**config.mk**
```make
export PLATFORM = sky130hd
export DESIGN_NAME = aes_pipe_scheduler_flat
export DESIGN_NICKNAME = d
export VERILOG_FILES = /design/src/rtl/aes_pipe_scheduler_if.sv /design/src/rtl/aes_pipe_scheduler.sv /design/src/flat_wrapper.sv
export SDC_FILE = /design/constraint.sdc
export NUM_CORES = 1
export LEC_CHECK = 0
export CORE_AREA = 8 8 451 453
export CTS_BUF_LIST = sky130_fd_sc_hd__clkbuf_2 sky130_fd_sc_hd__clkbuf_4 sky130_fd_sc_hd__clkbuf_8
export DETAILED_ROUTE_END_ITERATION = 8
export DIE_AREA = 0 0 459 461
export DONT_BUFFER_PORTS = 1
export PLACE_DENSITY = 0.3
export SLEW_MARGIN = 20
export SYNTH_ARGS = -nofsm -noshare
export SYNTH_HDL_FRONTEND = slang
export SYNTH_SLANG_ARGS = --single-unit
```
**constraint.sdc**
```tcl
create_clock -name clk -period 5.5 [get_ports clk]
set_input_delay 1.1 -clock clk [delete_from_list [all_inputs] [get_ports clk]]
set_output_delay 1.1 -clock clk [all_outputs]
set_load 0.05 [all_outputs]
```
**src/rtl/aes_pipe_scheduler_if.sv**
```systemverilog
// aes_pipe_scheduler_if: bundles the two client request/response channels,
// the shared AES core data path and the halt/drain handshake.
//   slave  : the scheduler
//   master : clients, the AES core and system control
interface aes_pipe_scheduler_if;
    logic         req0_valid;
    logic         req0_ready;
    logic [127:0] req0_data;
    logic [127:0] req0_key;
    logic         req1_valid;
    logic         req1_ready;
    logic [127:0] req1_data;
    logic [127:0] req1_key;
    logic         rsp0_valid;
    logic [127:0] rsp0_data;
    logic         rsp1_valid;
    logic [127:0] rsp1_data;
    logic [127:0] core_data_in;
    logic [127:0] core_key;
    logic [127:0] core_result;
    logic         halt_req;
    logic         halted;

    modport slave (
        input  req0_valid, req0_data, req0_key,
        input  req1_valid, req1_data, req1_key,
        input  core_result, halt_req,
        output req0_ready, req1_ready,
        output rsp0_valid, rsp0_data, rsp1_valid, rsp1_data,
        output core_data_in, core_key, halted
    );

    modport master (
        output req0_valid, req0_data, req0_key,
        output req1_valid, req1_data, req1_key,
        output core_result, halt_req,
        input  req0_ready, req1_ready,
        input  rsp0_valid, rsp0_data, rsp1_valid, rsp1_data,
        input  core_data_in, core_key, halted
    );
endinterface

```
**src/rtl/aes_pipe_scheduler.sv**
```systemverilog
// aes_pipe_scheduler: round-robin front end sharing one fully pipelined AES
// core between two requesters. Issued blocks carry their requester tag down a
// delay line matched to the core latency; ciphertexts return as one-cycle
// response pulses. halt_req stops issue and drains the pipe.
// Optional build macro AES_SCHED_STATS_EN adds saturating per-requester
// accept counters stat_issued0/stat_issued1.
module aes_pipe_scheduler #(
    parameter int LATENCY = 11,
    parameter int CNT_W   = 32
) (
    input  logic                 clk,
    input  logic                 reset,
    aes_pipe_scheduler_if.slave  bus
`ifdef AES_SCHED_STATS_EN
    ,
    output logic [CNT_W-1:0]     stat_issued0,
    output logic [CNT_W-1:0]     stat_issued1
`endif
);
    // One stage beyond the core latency: the tag must still be present on
    // the edge that captures core_result into the response register.
    localparam int DEPTH = LATENCY + 1;
    localparam int IW    = $clog2(LATENCY + 2);

    if (LATENCY < 1 || CNT_W < 1) begin : g_cfg_check
        $error("aes_pipe_scheduler: LATENCY and CNT_W must be >= 1");
    end

    typedef enum logic [1:0] {S_RUN, S_DRAIN, S_HALTED} state_t;

    state_t         state_q, state_d;
    logic           prio_q, prio_d;           // 1: requester 1 wins a tie
    logic [127:0]   core_data_q, core_data_d;
    logic [127:0]   core_key_q, core_key_d;
    logic [DEPTH:1] vld_pipe_q, vld_pipe_d;
    logic [DEPTH:1] tag_pipe_q, tag_pipe_d;
    logic           rsp0_valid_q, rsp0_valid_d;
    logic           rsp1_valid_q, rsp1_valid_d;
    logic [127:0]   rsp0_data_q, rsp0_data_d;
    logic [127:0]   rsp1_data_q, rsp1_data_d;
    logic [IW-1:0]  inflight_q, inflight_d;
    logic           run, gnt0, gnt1, acc0, acc1, acc, rsp_evt;

    // Arbitration: a lone requester wins, a tie goes to the favoured one.
    always_comb begin
        run  = (state_q == S_RUN);
        gnt0 = bus.req0_valid && (!bus.req1_valid || !prio_q);
        gnt1 = bus.req1_valid && (!bus.req0_valid ||  prio_q);
        acc0 = run && gnt0;
        acc1 = run && gnt1;
        acc  = acc0 || acc1;
    end

    // Issue, tag delay line, response capture and in-flight accounting.
    always_comb begin
        prio_d      = prio_q;
        core_data_d = core_data_q;
        core_key_d  = core_key_q;
        if (acc0) begin
            prio_d      = 1'b1;
            core_data_d = bus.req0_data;
            core_key_d  = bus.req0_key;
        end else if (acc1) begin
            prio_d      = 1'b0;
            core_data_d = bus.req1_data;
            core_key_d  = bus.req1_key;
        end
        vld_pipe_d   = {vld_pipe_q[DEPTH-1:1], acc};
        tag_pipe_d   = {tag_pipe_q[DEPTH-1:1], acc1};
        rsp_evt      = vld_pipe_q[DEPTH];
        rsp0_valid_d = rsp_evt && !tag_pipe_q[DEPTH];
        rsp1_valid_d = rsp_evt &&  tag_pipe_q[DEPTH];
        rsp0_data_d  = rsp0_valid_d ? bus.core_result : rsp0_data_q;
        rsp1_data_d  = rsp1_valid_d ? bus.core_result : rsp1_data_q;
        inflight_d   = inflight_q;
        if (acc && !rsp_evt) begin
            inflight_d = inflight_q + IW'(1);
        end else if (!acc && rsp_evt) begin
            inflight_d = inflight_q - IW'(1);
        end
    end

    // Halt/drain next-state logic; a dropped halt_req always resumes issue.
    always_comb begin
        state_d = state_q;
        case (state_q)
            S_RUN:    if (bus.halt_req) state_d = S_DRAIN;
            S_DRAIN: begin
                if (!bus.halt_req)          state_d = S_RUN;
                else if (inflight_q == '0)  state_d = S_HALTED;
            end
            S_HALTED: if (!bus.halt_req) state_d = S_RUN;
            default:  state_d = S_RUN;
        endcase
    end

    // State register.
    always_ff @(posedge clk) begin
        if (!reset) state_q <= S_RUN;
        else        state_q <= state_d;
    end

    // Datapath registers; reset discards everything in flight.
    always_ff @(posedge clk) begin
        if (!reset) begin
            prio_q       <= 1'b0;
            core_data_q  <= '0;
            core_key_q   <= '0;
            vld_pipe_q   <= '0;
            tag_pipe_q   <= '0;
            rsp0_valid_q <= 1'b0;
            rsp1_valid_q <= 1'b0;
            rsp0_data_q  <= '0;
            rsp1_data_q  <= '0;
            inflight_q   <= '0;
        end else begin
            prio_q       <= prio_d;
            core_data_q  <= core_data_d;
            core_key_q   <= core_key_d;
            vld_pipe_q   <= vld_pipe_d;
            tag_pipe_q   <= tag_pipe_d;
            rsp0_valid_q <= rsp0_valid_d;
            rsp1_valid_q <= rsp1_valid_d;
            rsp0_data_q  <= rsp0_data_d;
            rsp1_data_q  <= rsp1_data_d;
            inflight_q   <= inflight_d;
        end
    end

    assign bus.req0_ready   = acc0;
    assign bus.req1_ready   = acc1;
    assign bus.core_data_in = core_data_q;
    assign bus.core_key     = core_key_q;
    assign bus.rsp0_valid   = rsp0_valid_q;
    assign bus.rsp0_data    = rsp0_data_q;
    assign bus.rsp1_valid   = rsp1_valid_q;
    assign bus.rsp1_data    = rsp1_data_q;
    assign bus.halted       = (state_q == S_HALTED);

`ifdef AES_SCHED_STATS_EN
    logic [CNT_W-1:0] st0_q, st0_d, st1_q, st1_d;

    // Saturating accept counters.
    always_comb begin
        st0_d = st0_q;
        st1_d = st1_q;
        if (acc0 && st0_q != '1) st0_d = st0_q + CNT_W'(1);
        if (acc1 && st1_q != '1) st1_d = st1_q + CNT_W'(1);
    end

    // Counter registers.
    always_ff @(posedge clk) begin
        if (!reset) begin
            st0_q <= '0;
            st1_q <= '0;
        end else begin
            st0_q <= st0_d;
            st1_q <= st1_d;
        end
    end

    assign stat_issued0 = st0_q;
    assign stat_issued1 = st1_q;
`endif
endmodule

```
**src/flat_wrapper.sv**
```systemverilog
// flat-port wrapper written by rule: the top's interface ports become plain ports
module aes_pipe_scheduler_flat 
#(
    parameter int LATENCY = 11,
    parameter int CNT_W   = 32
)
  (clk, reset, bus_req0_valid, bus_req0_data, bus_req0_key, bus_req1_valid, bus_req1_data, bus_req1_key, bus_core_result, bus_halt_req, bus_req0_ready, bus_req1_ready, bus_rsp0_valid, bus_rsp0_data, bus_rsp1_valid, bus_rsp1_data, bus_core_data_in, bus_core_key, bus_halted);
  aes_pipe_scheduler_if bus_i ();
  input  logic clk;
  input  logic reset;
  input wire logic [$bits(bus_i.req0_valid)-1:0] bus_req0_valid;
  input wire logic [$bits(bus_i.req0_data)-1:0] bus_req0_data;
  input wire logic [$bits(bus_i.req0_key)-1:0] bus_req0_key;
  input wire logic [$bits(bus_i.req1_valid)-1:0] bus_req1_valid;
  input wire logic [$bits(bus_i.req1_data)-1:0] bus_req1_data;
  input wire logic [$bits(bus_i.req1_key)-1:0] bus_req1_key;
  input wire logic [$bits(bus_i.core_result)-1:0] bus_core_result;
  input wire logic [$bits(bus_i.halt_req)-1:0] bus_halt_req;
  output wire logic [$bits(bus_i.req0_ready)-1:0] bus_req0_ready;
  output wire logic [$bits(bus_i.req1_ready)-1:0] bus_req1_ready;
  output wire logic [$bits(bus_i.rsp0_valid)-1:0] bus_rsp0_valid;
  output wire logic [$bits(bus_i.rsp0_data)-1:0] bus_rsp0_data;
  output wire logic [$bits(bus_i.rsp1_valid)-1:0] bus_rsp1_valid;
  output wire logic [$bits(bus_i.rsp1_data)-1:0] bus_rsp1_data;
  output wire logic [$bits(bus_i.core_data_in)-1:0] bus_core_data_in;
  output wire logic [$bits(bus_i.core_key)-1:0] bus_core_key;
  output wire logic [$bits(bus_i.halted)-1:0] bus_halted;
  assign bus_i.req0_valid = bus_req0_valid;
  assign bus_i.req0_data = bus_req0_data;
  assign bus_i.req0_key = bus_req0_key;
  assign bus_i.req1_valid = bus_req1_valid;
  assign bus_i.req1_data = bus_req1_data;
  assign bus_i.req1_key = bus_req1_key;
  assign bus_i.core_result = bus_core_result;
  assign bus_i.halt_req = bus_halt_req;
  assign bus_req0_ready = bus_i.req0_ready;
  assign bus_req1_ready = bus_i.req1_ready;
  assign bus_rsp0_valid = bus_i.rsp0_valid;
  assign bus_rsp0_data = bus_i.rsp0_data;
  assign bus_rsp1_valid = bus_i.rsp1_valid;
  assign bus_rsp1_data = bus_i.rsp1_data;
  assign bus_core_data_in = bus_i.core_data_in;
  assign bus_core_key = bus_i.core_key;
  assign bus_halted = bus_i.halted;
  aes_pipe_scheduler #(.LATENCY(LATENCY), .CNT_W(CNT_W)) u_core (.clk(clk), .reset(reset), .bus(bus_i));
endmodule
```
* Word-level counts from Yosys, hierarchy flattened
Index checks and enable logic that the tools add are counted.
** Word-level totals
- Bits in registers :: 545
- Input port bits :: 645
- Output and inout bits :: 517
** Operators by class
- Add/subtract/negate cells :: 2
- Eq/ne operators :: 5
- Muxes and demuxes :: 13
- Reduce and logical (&&, ||, !) cells :: 22
** Operator list (count)
- 128-bit two-way mux :: 4
- 1-bit logical AND :: 8
- 2-bit two-way mux :: 4
- 4-bit two-way mux :: 2
- 1-bit logical NOT :: 6
- 2-bit case mux with 3 select lines :: 1
- 4-bit by 1-bit adder with 4-bit output (second input constant) :: 1
- 4-bit logical NOT :: 1
- 2-bit inequality test (second input constant) :: 2
- 2-bit nonzero test :: 2
- 4-bit by 1-bit subtractor with 4-bit output (second input constant) :: 1
- 1-bit logical OR :: 3
- 3-bit by 2-bit inequality test with 1-bit output (second input constant) :: 1
- 3-bit AND reduction :: 1
- 2-bit by 1-bit == test with 1-bit output (second input constant) :: 1
- 2-bit == test (second input constant) :: 1
- 2-bit logical NOT :: 1
- 1-bit two-way mux :: 2

* Depth between registers and ports, before layout
- Depth in word-level cells :: 9
- Depth in mapped cells :: 9

* Worst setup path after synthesis
OpenSTA, ideal clock, no wires.
- Path kind :: input port to output port
- Start point :: input bus_req0_valid
- End point :: output bus_req1_ready
- Data arrival time :: 1.904 ns
- Data required time :: 4.400 ns
- Slack :: 2.496 ns
- Stages on the path :: 2
- Buffers on the path :: 0
- Cells stage by stage :: nor2b_1 -> nor2_1
** Between the ends
- Word-level cells in the longest chain between the ends :: 4
** RTL lines
- start, declared :: RTL line flat_wrapper.sv:11 : input wire logic [$bits(bus_i.req0_valid)-1:0] bus_req0_valid;
- 1-bit logical NOT :: RTL line aes_pipe_scheduler.sv:48 : gnt1 = bus.req1_valid && (!bus.req0_valid || prio_q);
- 1-bit logical OR :: RTL line aes_pipe_scheduler.sv:48
- 1-bit logical AND :: RTL line aes_pipe_scheduler.sv:48
- 1-bit logical AND :: RTL line aes_pipe_scheduler.sv:50 : acc1 = run && gnt1;
- end, declared :: RTL line flat_wrapper.sv:20 : output wire logic [$bits(bus_i.req1_ready)-1:0] bus_req1_ready;
No other way between the ends.

* Worst setup path after layout
- Start point :: register u_core.state_q[1]
- End point :: output bus_req1_ready
** Between the ends
- Word-level cells in the longest chain between the ends :: 2
** RTL lines
- start, declared :: RTL line aes_pipe_scheduler.sv:31 : state_t state_q, state_d;
- start signal, assigned :: RTL line aes_pipe_scheduler.sv:100 : else state_q <= state_d;
- 2-bit logical NOT :: RTL line aes_pipe_scheduler.sv:46 : run = (state_q == S_RUN);
- 1-bit logical AND :: RTL line aes_pipe_scheduler.sv:50
No other way between the ends.

==> metrics.log <==
INFO  metric cp_cell_sequence = nor2_4 > nand2_1 > nor2_1
INFO  metric cap_viol_max_count = 0
INFO  metric avgRoutedWirePerCell = approximately 27 um
INFO  metric placementRows = 163
INFO  metric wl_met1 = 45.5 mm
INFO  metric synthXorXnorAreaFrac = 0.0824%
INFO  metric synth_flop_cell = dfxtp_1
INFO  metric cts-buffers-inserted = 107
INFO  metric setup_violation_total_in_the_final_timing_report = 0
INFO  metric multi_input_comb_area = 0.00916 mm^2
INFO  metric tritoncts_clock_tree = built
INFO  metric synth.distinct_cells = 37
INFO  metric io_pins = 1162
INFO  metric setup.worst_path.class = reg2out
INFO  metric timing.final.crit_period = 3.35 ns
INFO  metric drt_first_pass_iters = 5
INFO  metric tightestPinTransition = 1.24 ns
INFO  metric post-route-cell-area = 0.0261 mm^2
INFO  metric first_global_vias = roughly 16000
INFO  metric drive_above_1_share = 11.2%
INFO  metric place_area = 0.0238 mm^2
INFO  metric io_buffer_count = 0
INFO  metric floorplan.die.width = 459 um
INFO  metric grt_antenna_before_repair = 42
INFO  metric synth.yosys.seq_area_share = 51.3%
INFO  metric detailroute.via_count = 15982
INFO  metric synth_top_family_by_area = compound AO/OA/AOI/OAI gates
INFO  metric crit_family = simple AND/OR/NAND/NOR gates
INFO  metric global_route.overflow_total = 0
INFO  metric insertion_delay = 0.84 ns
INFO  metric worstSetupEndpointType = output port
INFO  metric hold_ws = 0.392 ns
INFO  metric grt_max_degree = 291
INFO  metric ff_latch_area = between 0.01 and 0.015 mm^2
INFO  metric layout_worst_path_cycle_share = between 60% and 70%
INFO  metric filler_cell_count = roughly 22000
INFO  metric drc = 0
INFO  metric outcome = finished, final reports clean
INFO  metric post_synth_edffs = 0
INFO  metric ys_warn_count = 0
INFO  metric worstPathArrival = approximately 2.3 ns
INFO  metric gpl.final_weighted_congestion = 0.812
INFO  metric routed-wl-met3 = 19.2 mm
INFO  metric place.detailed.hpwl = 101 mm
INFO  metric crit_start_category = register
INFO  metric simple_logic_cell_fraction_of_the_synthesized_area = 10.5%
INFO  metric critical_path.max_fanout = 4
INFO  metric avgViaCountPerCell = 3.35
INFO  metric fmaxAchievable = 299 MHz
INFO  metric overall_power_after_layout = between 10000 and 15000 uW
INFO  metric synthesis.area_per_instance = 10.3 um^2
INFO  metric cts-root-buf = clkbuf_8
INFO  metric max-vdd-ir-drop = between 0.15 and 0.2 mV
INFO  metric detail_route.wirelength = 127 mm
INFO  metric finalClockSkew = 0.0413 ns
INFO  metric layout.core_utilization = 13.3%
INFO  metric standby_leakage_power = 0.00916 uW
INFO  metric path_buf_inv = 0
INFO  metric setup-tns-final = 0 ns
INFO  metric cp_data_required_time = 4.40 ns
INFO  metric die_y = 461 um
INFO  metric routed-wl-met2 = a little under 60 mm
INFO  metric finalHoldViolations = 0
INFO  metric routed.top_layer = met5
INFO  metric synth.area.mux_share = 12.1%
INFO  metric die_area = approximately 0.21 mm^2
INFO  metric post_cts.resized_instances = 0
INFO  metric tot_gr_track_use = 11.2%
INFO  metric timing.critical_path.slowest_stage_cell = nor2_1
INFO  metric grt_setup_unrepaired = no
INFO  metric p_per_area = 403 mW/mm^2
INFO  metric hold_class = in2reg
INFO  metric clock-sinks = 545
INFO  metric drt_iter0_markers = 920
INFO  metric max-clock-path-buffers = 3
INFO  metric cts_hold_buf = 0
INFO  metric synth.ff_latch_count = 545
INFO  metric antenna_violating_nets_post_route = 0
INFO  metric cts_clock_pin_slew_for_the_worst_setup_and_hold_paths = 0.06 ns
INFO  metric syn_area = 0.0213 mm^2
INFO  metric ys_async_sr_fraction = 0%
INFO  metric area_of_the_core = between 0.15 and 0.2 mm^2
INFO  metric area_delta_synth_final = 22.7%
INFO  metric cts.htree.levels = 3
INFO  metric report.final.slew_viol_count = 0
INFO  metric grt_pass1_wl = 163 mm
INFO  metric number_of_nets_produced_by_synthesis = 2720
INFO  metric relSlewSlack = roughly 17%
INFO  metric initial_cell_density_of_the_core = 10.8%
INFO  metric synth_cells = 2071
INFO  metric yosys.area_share.adder = 0.271%
INFO  metric nets_final = 2691
INFO  metric synth-compound-area-share = 19.9%
INFO  metric critPathMaxStageDelay = approximately 0.76 ns
INFO  metric cts_setup_buffers = 0
-- report_power, final --
group	total (uW)	internal (uW)	switching (uW)
Combinational	758	342	415
Sequential	5200	4180	1020
Clock	4550	2570	1990
-- area by class of cell --
type | count | share of cell area, %
inverter | 4 | 0.0575
clock buffer | 173 | 8.12
clock inverter | 15 | 0.734
sequential | 545 | 41.8
antenna | 6 | 0.0575
tap | 2640 | 12.7
multi-input combinational | 1347 | 35.1
timing repair buffer | 37 | 1.45
-- logic make-up after synthesis --
logic type / Yosys count
XOR/XNOR: 2
buffers and inverters: 179
AO/OA/AOI/OAI: 520
flip-flops: 545
adder cells (fa/ha/maj): 4
multiplexers: 258
AND/OR/NAND/NOR: 563
-- cells in the final DEF (no fill, tap or decap), drive strengths merged, types with 3 or more instances in the layout --
cell      netlist  routed
clkinv          0       5
a21boi        256     256
nand2         520     520
mux2i         258     258
and2           27      27
buf           115      37
bufinv          0       3
clkinvlp        0       3
ha              3       3
nor2            4       4
dfxtp         545     545
inv             4       8
diode           0       6
nor2b           6       6
o2bb2ai       256     256
clkbuf         60     173
-- cell usage after synthesis, types with 3 or more instances --
library cell,count,area share (%)
dfxtp_1,545,51
nand2_1,519,9.2
mux2i_1,258,12
o2bb2ai_1,256,11
a21boi_1,252,8.9
buf_2,74,1.7
clkbuf_1,59,1.0
and2_1,27,0.79
buf_12,25,2.4
buf_4,8,0.28
nor2b_1,5,0.15
a21boi_0,4,0.14
buf_1,4,0.071
buf_6,3,0.16
ha_1,3,0.18
inv_2,3,0.053
nor2_1,3,0.053
-- final timing paths --
check	depth (start not counted)	slack, ns	startpoint	end
min	2	0.39	bus_core_result[103]	u_core.bus.rsp0_data[103]
min reg2reg	1	0.43	u_core.tag_pipe_q[4]	u_core.tag_pipe_q[5]
max reg2reg	6	2.78	u_core.state_q[1]	u_core.bus.core_data_in[14]
max	3	2.15	u_core.state_q[1]	bus_req1_ready
-- metal layers --
metal | GRT usage, % | vias to the layer above
met5 | 0 | -
met4 | 3.37 | 8
met3 | 7.43 | 203
met2 | 18.4 | 873
met1 | 11.8 | 7651
li1 | - | 7247
-- through the flow --
stage,cells,setup slack [ns]
after global routing,4766,1.99
after global placement,4573,2.32
after floorplan,2071,2.50
after CTS,4761,1.96
final,4767,2.15
after detailed placement,4573,2.29
-- registers in the layout, summed over array words and instances (netlist names) --
| register | count |
|---|---|
| u_core.bus.core_data_in | 128 |
| u_core.bus.core_key | 128 |
| u_core.bus.rsp0_data | 128 |
| u_core.bus.rsp1_data | 128 |
| u_core.tag_pipe_q | 12 |
| u_core.vld_pipe_q | 12 |
| u_core.inflight_q | 4 |
| u_core.state_q | 2 |
| u_core.bus.rsp0_valid | 1 |
| u_core.bus.rsp1_valid | 1 |
| u_core.prio_q | 1 |
Power figures use the tool's default switching activity.
